<file path="src/rtl/serial_shift_transmitter.sv">
// Serial frame transmitter (mode 0): shifts a DATA_WIDTH word out on mosi, using an
// external divided clock (sampled as data) to pace sclk, with cs_n framing and a done pulse.
module serial_shift_transmitter #(
  parameter int DATA_WIDTH = 8,
  parameter bit MSB_FIRST  = 1'b1
) (
  input  logic                  clk,
  input  logic                  rst,
  input  logic [DATA_WIDTH-1:0] tx_data,
  input  logic                  tx_valid,
  output logic                  tx_ready,
  input  logic                  div_clk,
  output logic                  div_enable,
  output logic                  sclk,
  output logic                  mosi,
  output logic                  cs_n,
  output logic                  done
);
  localparam int CW = $clog2(DATA_WIDTH + 1);

  typedef enum logic [1:0] {IDLE, SHIFT, FINISH} state_t;

  state_t                state, state_nxt;
  logic                  div_clk_d;
  logic                  rise, fall;
  logic [DATA_WIDTH-1:0] shreg;
  logic [CW-1:0]         bit_count;
  logic                  load, shift_en, count_en, end_frame;
  logic                  first_bit, next_bit;
  logic [DATA_WIDTH-1:0] shreg_shifted;

  assign rise = div_clk & ~div_clk_d;
  assign fall = ~div_clk & div_clk_d;

  // done holds off ready for one cycle so cs_n always has a high gap between frames
  assign tx_ready = (state == IDLE) & ~done & ~rst;
  assign sclk     = (state != IDLE) & div_clk;

  assign first_bit     = MSB_FIRST ? tx_data[DATA_WIDTH-1] : tx_data[0];
  assign next_bit      = MSB_FIRST ? shreg[DATA_WIDTH-2]   : shreg[1];
  assign shreg_shifted = MSB_FIRST ? {shreg[DATA_WIDTH-2:0], 1'b0}
                                   : {1'b0, shreg[DATA_WIDTH-1:1]};

  always_comb begin
    state_nxt = state;
    load      = 1'b0;
    shift_en  = 1'b0;
    count_en  = 1'b0;
    end_frame = 1'b0;
    case (state)
      IDLE: begin
        if (tx_valid && tx_ready) begin
          load      = 1'b1;
          state_nxt = SHIFT;
        end
      end
      SHIFT: begin
        if (rise) begin
          count_en = 1'b1;
          if (bit_count == CW'(DATA_WIDTH - 1)) state_nxt = FINISH;
        end else if (fall && (bit_count < CW'(DATA_WIDTH))) begin
          shift_en = 1'b1;
        end
      end
      FINISH: begin
        if (fall) begin
          end_frame = 1'b1;
          state_nxt = IDLE;
        end
      end
      default: state_nxt = IDLE;
    endcase
  end

  always_ff @(posedge clk) begin
    if (rst) begin
      state      <= IDLE;
      div_clk_d  <= 1'b0;
      shreg      <= '0;
      bit_count  <= '0;
      mosi       <= 1'b0;
      cs_n       <= 1'b1;
      div_enable <= 1'b0;
      done       <= 1'b0;
    end else begin
      state     <= state_nxt;
      div_clk_d <= div_clk;
      done      <= end_frame;
      if (load) begin
        shreg      <= tx_data;
        mosi       <= first_bit;
        cs_n       <= 1'b0;
        div_enable <= 1'b1;
        bit_count  <= '0;
      end
      if (shift_en) begin
        shreg <= shreg_shifted;
        mosi  <= next_bit;
      end
      if (count_en) bit_count <= bit_count + 1'b1;
      if (end_frame) begin
        div_enable <= 1'b0;
        cs_n       <= 1'b1;
        mosi       <= 1'b0;
      end
    end
  end
endmodule

</file>
<file path="config.mk">
export PLATFORM = sky130hd
export DESIGN_NAME = serial_shift_transmitter
export DESIGN_NICKNAME = d
export VERILOG_FILES = /design/src/rtl/serial_shift_transmitter.sv
export SDC_FILE = /design/constraint.sdc
export NUM_CORES = 1
export LEC_CHECK = 0
export CAP_MARGIN = 20
export CELL_PAD_IN_SITES_DETAIL_PLACEMENT = 1
export CELL_PAD_IN_SITES_GLOBAL_PLACEMENT = 1
export CORE_MARGIN = 2
export CORE_UTILIZATION = 25
export CTS_CLUSTER_DIAMETER = 60
export CTS_CLUSTER_SIZE = 28
export DETAILED_ROUTE_END_ITERATION = 8
export PLACE_DENSITY_LB_ADDON = 0.12
export SYNTH_ARGS = -nofsm -noshare
export SYNTH_HDL_FRONTEND = slang
export SYNTH_SLANG_ARGS = --single-unit
</file>
<file path="constraint.sdc">
create_clock -name clk -period 3.9 [get_ports clk]
set_clock_uncertainty 0.1 [all_clocks]
set_input_delay 0.78 -clock clk [delete_from_list [all_inputs] [get_ports clk]]
set_output_delay 0.78 -clock clk [all_outputs]
set_load 0.02 [all_outputs]
</file>
# Yosys cells after proc, flatten, opt, wreduce, memory -nomap -nowiden
# Cells that the tools add are included.
# W data, S select, Z words.
# word_totals
ff_bits	18
input_bits	12
out_inout_bits	6
word_cells	56
# classes
n_addsub	1
n_lt_le_gt_ge	1
eq_ne	7
muxes	20
n_bitwise	9
n_reduce_logical	9
# op_table
op	count
$mux W7	2
$mux W1	11
$mux W2	4
$mux W4	2
$ne A2 B2 Y1 const B	3
$pmux W2 S3	1
$reduce_bool A2 Y1	3
$and A1 B1 Y1	5
$add A4 B1 Y4 const B	1
$eq A4 B3 Y1 const B	1
$lt A4 B4 Y1 const B	1
$not A1 Y1	4
$reduce_and A4 Y1	1
$reduce_or A2 Y1	2
$eq A2 B1 Y1 const B	1
$eq A2 B2 Y1 const B	1
$logic_and A1 B1 Y1	2
$logic_not A2 Y1	1
$ne A2 B1 Y1 const B	1

# Depth between registers and ports, before layout
# Gate-level depths: netlist (run 1).
# logic_depth
word_depth	8
ltp_mapped	6

# Least setup slack after synthesis (run 1)
# OpenSTA, ideal clock, no wires.
# synth_timing
path_kind	input-to-output
from	input port rst
to	output port tx_ready
arrival_ns	1.410
t_required_ns	3.020
slack_ns	1.610
cell_stages	3
path_buffers	1
path_cell_list	or4_4 inv_2 buf_6
# synth_via
elab_chain_cells	2
# synth_rtl
item	line	source
start, declared	8	input logic rst,
$not A1 Y1	36	assign tx_ready = (state == IDLE) & ~done & ~rst;
$and A1 B1 Y1	36	
end, declared	11	output logic tx_ready,
# No other way between the ends.

# Worst setup path in the final report (run 1)
# Same ends and word-level chain as after synthesis.

==> results.yml, run 1 <==
cts:
  clk_pin_slew_ns: 0.11
  cts_tree: "yes"
  cts_resized: 0
  ctsHoldBuffers: 0
  htreeDepth: 1
  clock_latency_ns: 0.30
  post_cts.repair.setup_buffers: 0
  cts_root_buf: "clkbuf_4"
  clockBufferDepth: 2
  cts.sinks: 18
  cts_buffers: 3
setup_path:
  startpoint_type: "input port"
  crit_top_cell: "clkdlybuf4s50_1"
  cp-end-kind: "output pin"
  cp.arrival_ns: 2.57
  path_class: "input port to output pin"
  path_cells: "clkdlybuf4s50_1 > or4_4 > inv_2 > clkdlybuf4s50_1"
  cp_max_fo: 12
  slowest_stage: "clkdlybuf4s50_1"
  reg2reg_from: "state[1]"
  worst-path-buf-inv: 3
  crit_family: "buffers and inverters"
  crit_path_start: "rst"
  cp.required_ns: 3.02
  slowest_delay_ns: 0.64
route:
  dr.pass1.iters: 4
  viasPerCell: 5.21
  postRouteAntennaNets: 0
  drt_drc_violations_left: 0
  avgRoutedWirePerCell_um: 15.5
  drt_wl_total_um: 2490
  drt_iter0_markers: 46
  num_vias: 834
global_routing:
  grtUsageTotal: 0.136
  antenna_found_initial: 0
  grt_pass1_wl_um: 4360
  grt_overflow: 0
  grt_max_degree: 22
  grt_pass1_vias: 871
cells_and_area:
  diodes: 0
  area_delta_synth_final_pct: 24.4
  layout.cells.non_filler: 160
  layout.nets: 128
  drive_gt1_frac: 0.123
sta:
  fin_crit_sh: 0.884
  clock.fmax_mhz: 290
  rsz0062_at_grt: "no"
  fin_crit_ns: 3.45
  hold_violations: 0
  max_slew.worst_pin.slew_ns: 0.642
  setup_tns_ns: 0
  slew_headroom: 0.571
  finalSetupViolCount: 0
  slew_violations: 0
yosys:
  netlist_area_um2: 908
  synth_edf_count: 0
  synthTopCellsByArea: "dfxtp_1, nand3_1, a311oi_1"
  yosysUniqueCellTypes: 35
  synth.top_cell.area_share: 0.397
  yosysMostFrequentCell: "dfxtp_1"
  netlist_top_cells_count: "dfxtp_1, nand3_1, clkbuf_1, o21ai_0"
  yosysSeqAreaShare: 0.397
  yosysTopAreaCell: "dfxtp_1"
  dominantRegCellSynth: "dfxtp_1"
  synth_cells: 101
  syn-num-nets: 114
  ys_seq_elements: 18
  ys_warn_count: 0
  synthArstFlopShare: 0
  avgSynthCellArea_um2: 8.99
hold_path:
  hold_start: "div_enable"
  hold_path.class: "flop to flop"
run_status:
  status: "completed"
die:
  core_mm2: 0.00342
  die_h_um: 64.3
  start_util: 0.266
  dieArea_mm2: 0.00413
  pin_count: 18
  die_w_um: 64.3
  num_rows: 21
pwr:
  ir_drop_mv: 0.108
  powerDensity_mw_per_mm2: 332
  p_leak_nw: 0.363
placed_design:
  gp_congestion: 0.675
  placedCellCount: 156
  io_buffers: 17
  hpwl_um: 1730
job:
  drv_cap: 0
## placed cells by master (no fill, tap or decap), types with 2 or more instances in the layout
| cell | netlist | layout |
|---|---|---|
| or3b_2 | 2 | 2 |
| o21ai_0 | 6 | 6 |
| a21oi_1 | 4 | 4 |
| dfxtp_1 | 18 | 18 |
| nor2b_1 | 4 | 4 |
| clkbuf_4 | 0 | 3 |
| nor3_1 | 4 | 4 |
| or2_2 | 3 | 3 |
| clkdlybuf4s50_1 | 0 | 17 |
| a211oi_1 | 3 | 3 |
| nor2_1 | 2 | 2 |
| a31oi_1 | 4 | 4 |
| nand2b_1 | 3 | 3 |
| o21a_1 | 2 | 2 |
| o221ai_1 | 4 | 4 |
| nand2_1 | 2 | 2 |
| a311oi_1 | 4 | 4 |
| nand4bb_1 | 2 | 2 |
| nand3_1 | 9 | 9 |
| nand4b_1 | 2 | 2 |
## path summary, 6_finish.rpt
| check | to | slack (ns) | cells after the start |
|---|---|---|---|
| max reg2reg | shreg[4] | 1.85 | 4 |
| min | div_enable | 0.40 | 2 |
| min reg2reg | div_enable | 0.40 | 2 |
| max | tx_ready | 0.45 | 4 |
## cells by family (layout without fill, tap and decap cells)
family,count (synthesis),count (layout),synth area share
and+or+nand+nor,39,39,0.282
AOI/OAI and AO/OA,32,32,0.244
DFF,18,18,0.397
buffers and inverters,11,24,0.0633
adders and majority gates,1,1,0.0138
## per-stage QoR
stage | instance area, um^2 | hold WS (ns) | total power (W) | utilization | setup WS, ns
after global routing | 1130 | 0.423 | 0.000396 | 0.331 | 0.354
after detailed placement | 1090 | 0.382 | 0.000258 | 0.320 | 0.464
after CTS | 1130 | 0.409 | 0.000380 | 0.331 | 0.443
after global placement | 1090 | 0.369 | 0.000258 | 0.320 | 0.470
final | 1130 | 0.405 | 0.000375 | 0.331 | 0.453
after floorplan | 908 | 0.355 | 0.000234 | - | 1.61
## worst min-delay path, delay by kind of cell, from the launching register on
| family | cells | cell delay, ns |
|---|---|---|
| compound gates | 1 | 0.05 |
| simple gates | 1 | 0.07 |
| flops | 1 | 0.36 |
## power by group
group          leakage (nW)  internal (W)  switching [W]  total (W)
clock network        0.0210     0.0000569      0.0000637   0.000121
logic                 0.195     0.0000278      0.0000287  0.0000565
registers             0.147      0.000191     0.00000638   0.000198
total                 0.363      0.000276      0.0000988   0.000375
## layout make-up
type                    instances  area [um^2]
clock buffers                   4         36.3
multi-input cells              72          490
well taps                      46         57.6
repair buffers                 18          178
fillers                       421         2290
flip-flops and latches         18          360
inverters                       2         7.51
## registers in the layout (all words and copies together) (netlist names)
name and cells:
done 1, state 2, bit_count 4, div_clk_d 1
div_enable 1, cs_n 1, shreg 7, mosi 1
## metal layers
| layer | GRT usage | vias up | wire length, um |
|---|---|---|---|
| met4 | 0.0559 | 0 | 19 |
| met3 | 0.0282 | 2 | 104 |
| met1 | 0.179 | 408 | 1230 |
| met2 | 0.215 | 14 | 1140 |
| li1 | - | 410 | - |
| met5 | 0 | - | 0 |
Power figures use the tool's default switching activity.
==> run 2, diff against run 1 <==
- CTS_BUF_LIST: unset -> sky130_fd_sc_hd__clkbuf_4
==> run 2 against run 1 <==
Against the previous run:
- clock power down 15%
- sequential cell count did not move
- die area did not move
- setup slack got worse by 0.0067 ns
- clock-buffer cell count down 1
- sequential share of layout area is 0.29 points higher
- critical path type unchanged
- critical endpoint unchanged
- largest cell class unchanged
==> results.yml, run 2 (synthesis results as in run 1) <==
global_routing:
  grt_max_degree: 22
  grt_pass1_wl_um: 4330
  grt_pass1_vias: 865
  antenna_found_initial: 0
  grt_overflow: 0
  grtUsageTotal: 0.135
route:
  dr.pass1.iters: 4
  num_vias: 830
  drt_drc_violations_left: 0
  viasPerCell: 5.19
  drt_iter0_markers: 46
  avgRoutedWirePerCell_um: 15.7
  postRouteAntennaNets: 0
  drt_wl_total_um: 2510
cts:
  post_cts.repair.setup_buffers: 0
  htreeDepth: 1
  cts.sinks: 18
  ctsHoldBuffers: 0
  cts_tree: "yes"
  cts_buffers: 3
  clock_latency_ns: 0.30
  cts_root_buf: "clkbuf_4"
  clk_pin_slew_ns: 0.12
  cts_resized: 0
  clockBufferDepth: 2
cells_and_area:
  layout_common_cells: "dfxtp_1, clkdlybuf4s50_1, nand3_1, o21ai_0"
  largest_reg_flops: 7
  area_delta_synth_final_pct: 23.3
  reg.largest.list: "shreg x7, bit_count x4, state x2"
  drive_gt1_frac: 0.114
  layout.nets: 128
  nFillCells: 422
  regMostFlops: "shreg"
  post-route-util: 0.328
  final_common_cell: "dfxtp_1"
  diodes: 0
hold_path:
  hold_path.class: "flop to flop"
  hold_start: "div_enable"
  hold_depth: 2
  hold_end: "div_enable"
die:
  dieArea_mm2: 0.00413
  start_util: 0.266
  core_mm2: 0.00342
  pin_count: 18
  num_rows: 21
  die_w_um: 64.3
  die_h_um: 64.3
setup_path:
  startpoint_type: "input port"
  reg2reg_from: "state[1]"
  cp-end-kind: "output pin"
  cp.required_ns: 3.02
  slowest_stage: "clkdlybuf4s50_1"
  slowest_delay_ns: 0.64
  rrSetupSlack_ns: 1.84
  crit_top_cell: "clkdlybuf4s50_1"
  r2r-end: "mosi"
  cp.arrival_ns: 2.57
  path_class: "input port to output pin"
  cp_max_fo: 12
  reg2reg_depth: 4
  path_cells: "clkdlybuf4s50_1 > or4_4 > inv_2 > clkdlybuf4s50_1"
sta:
  finalSetupViolCount: 0
  max_slew.worst_pin.slew_ns: 0.652
  slew_headroom: 0.565
  hold_violations: 0
  rsz0062_at_grt: "no"
  slew_violations: 0
  fin_crit_sh: 0.886
  setup_tns_ns: 0
  fin_crit_ns: 3.45
  clock.fmax_mhz: 290
pwr:
  p_int_w: 0.000257
  combPwrFrac: 0.159
  power_frac_seq: 0.554
  powerDensity_mw_per_mm2: 319
  ir_drop_mv: 0.103
  switchingPower_w: 0.000101
  power_frac_clock: 0.288
  p_leak_nw: 0.357
  switching_share: 0.282
job:
  drv_cap: 0
run_status:
  status: "completed"
placed_design:
  gp_congestion: 0.675
  hpwl_um: 1730
  io_buffers: 17
run 2: cell types whose count changed in the layout (fill, tap and decap cells not counted):
cell | previous run | this run
clkbuf_8 | 1 | 0
clkinv_1 | 0 | 1
run 2: power groups by stage:
stage          Combinational [W]  Clock [W]  Sequential [W]
2_1_floorplan          0.0000321          0        0.000201
3_3_place_gp           0.0000559          0        0.000202
3_5_place_dp           0.0000564          0        0.000202
4_1_cts                0.0000571   0.000104        0.000198
5_1_grt                0.0000624   0.000113        0.000199
6_report               0.0000567   0.000103        0.000198
run 2: stage by stage:
| stage | instance area (um^2) | setup slack [ns] | total power (W) | cells | hold WS (ns) |
|---|---|---|---|---|---|
| 6_report | 1120 | 0.446 | 0.000357 | 160 | 0.405 |
| 5_1_grt | 1120 | 0.354 | 0.000374 | 160 | 0.423 |
| 4_1_cts | 1120 | 0.443 | 0.000359 | 160 | 0.409 |
| 3_5_place_dp | 1090 | 0.464 | 0.000258 | 156 | 0.382 |
| 3_3_place_gp | 1090 | 0.470 | 0.000258 | 156 | 0.369 |
| 2_1_floorplan | 908 | 1.61 | 0.000234 | 101 | 0.355 |
run 2: area by class of cell:
type / instances / area, um^2 / area share
Inverter: 2 / 7.51 / 0.00670
Timing Repair Buffer: 18 / 178 / 0.159
Tap cell: 46 / 57.6 / 0.0514
Multi-Input combinational cell: 72 / 490 / 0.438
Sequential cell: 18 / 360 / 0.322
Clock inverter: 1 / 3.75 / 0.00335
Clock buffer: 3 / 22.5 / 0.0201
run 2: worst max-delay path: cells and delay by family:
family	cells	cell delay [ns]
buffers and inverters	3	1.28
and+or+nand+nor	1	0.52
run 2: how the worst max path moves through the flow:
stage                     slack [ns]  from  cells past startpoint       end
after floorplan                 1.61   rst                      3  tx_ready
after global placement          0.47   rst                      4  tx_ready
after detailed placement        0.46   rst                      4  tx_ready
after CTS                       0.44   rst                      4  tx_ready
after global routing            0.35   rst                      4  tx_ready
final                           0.45   rst                      4  tx_ready
run 2: per-layer routing:
metal,vias to the layer above,global-route usage,share of wire
li1,411,-,-
met1,398,0.176,0.49
met2,17,0.215,0.45
met3,4,0.0282,0.042
met4,0,0.0559,0.013
met5,-,0,0
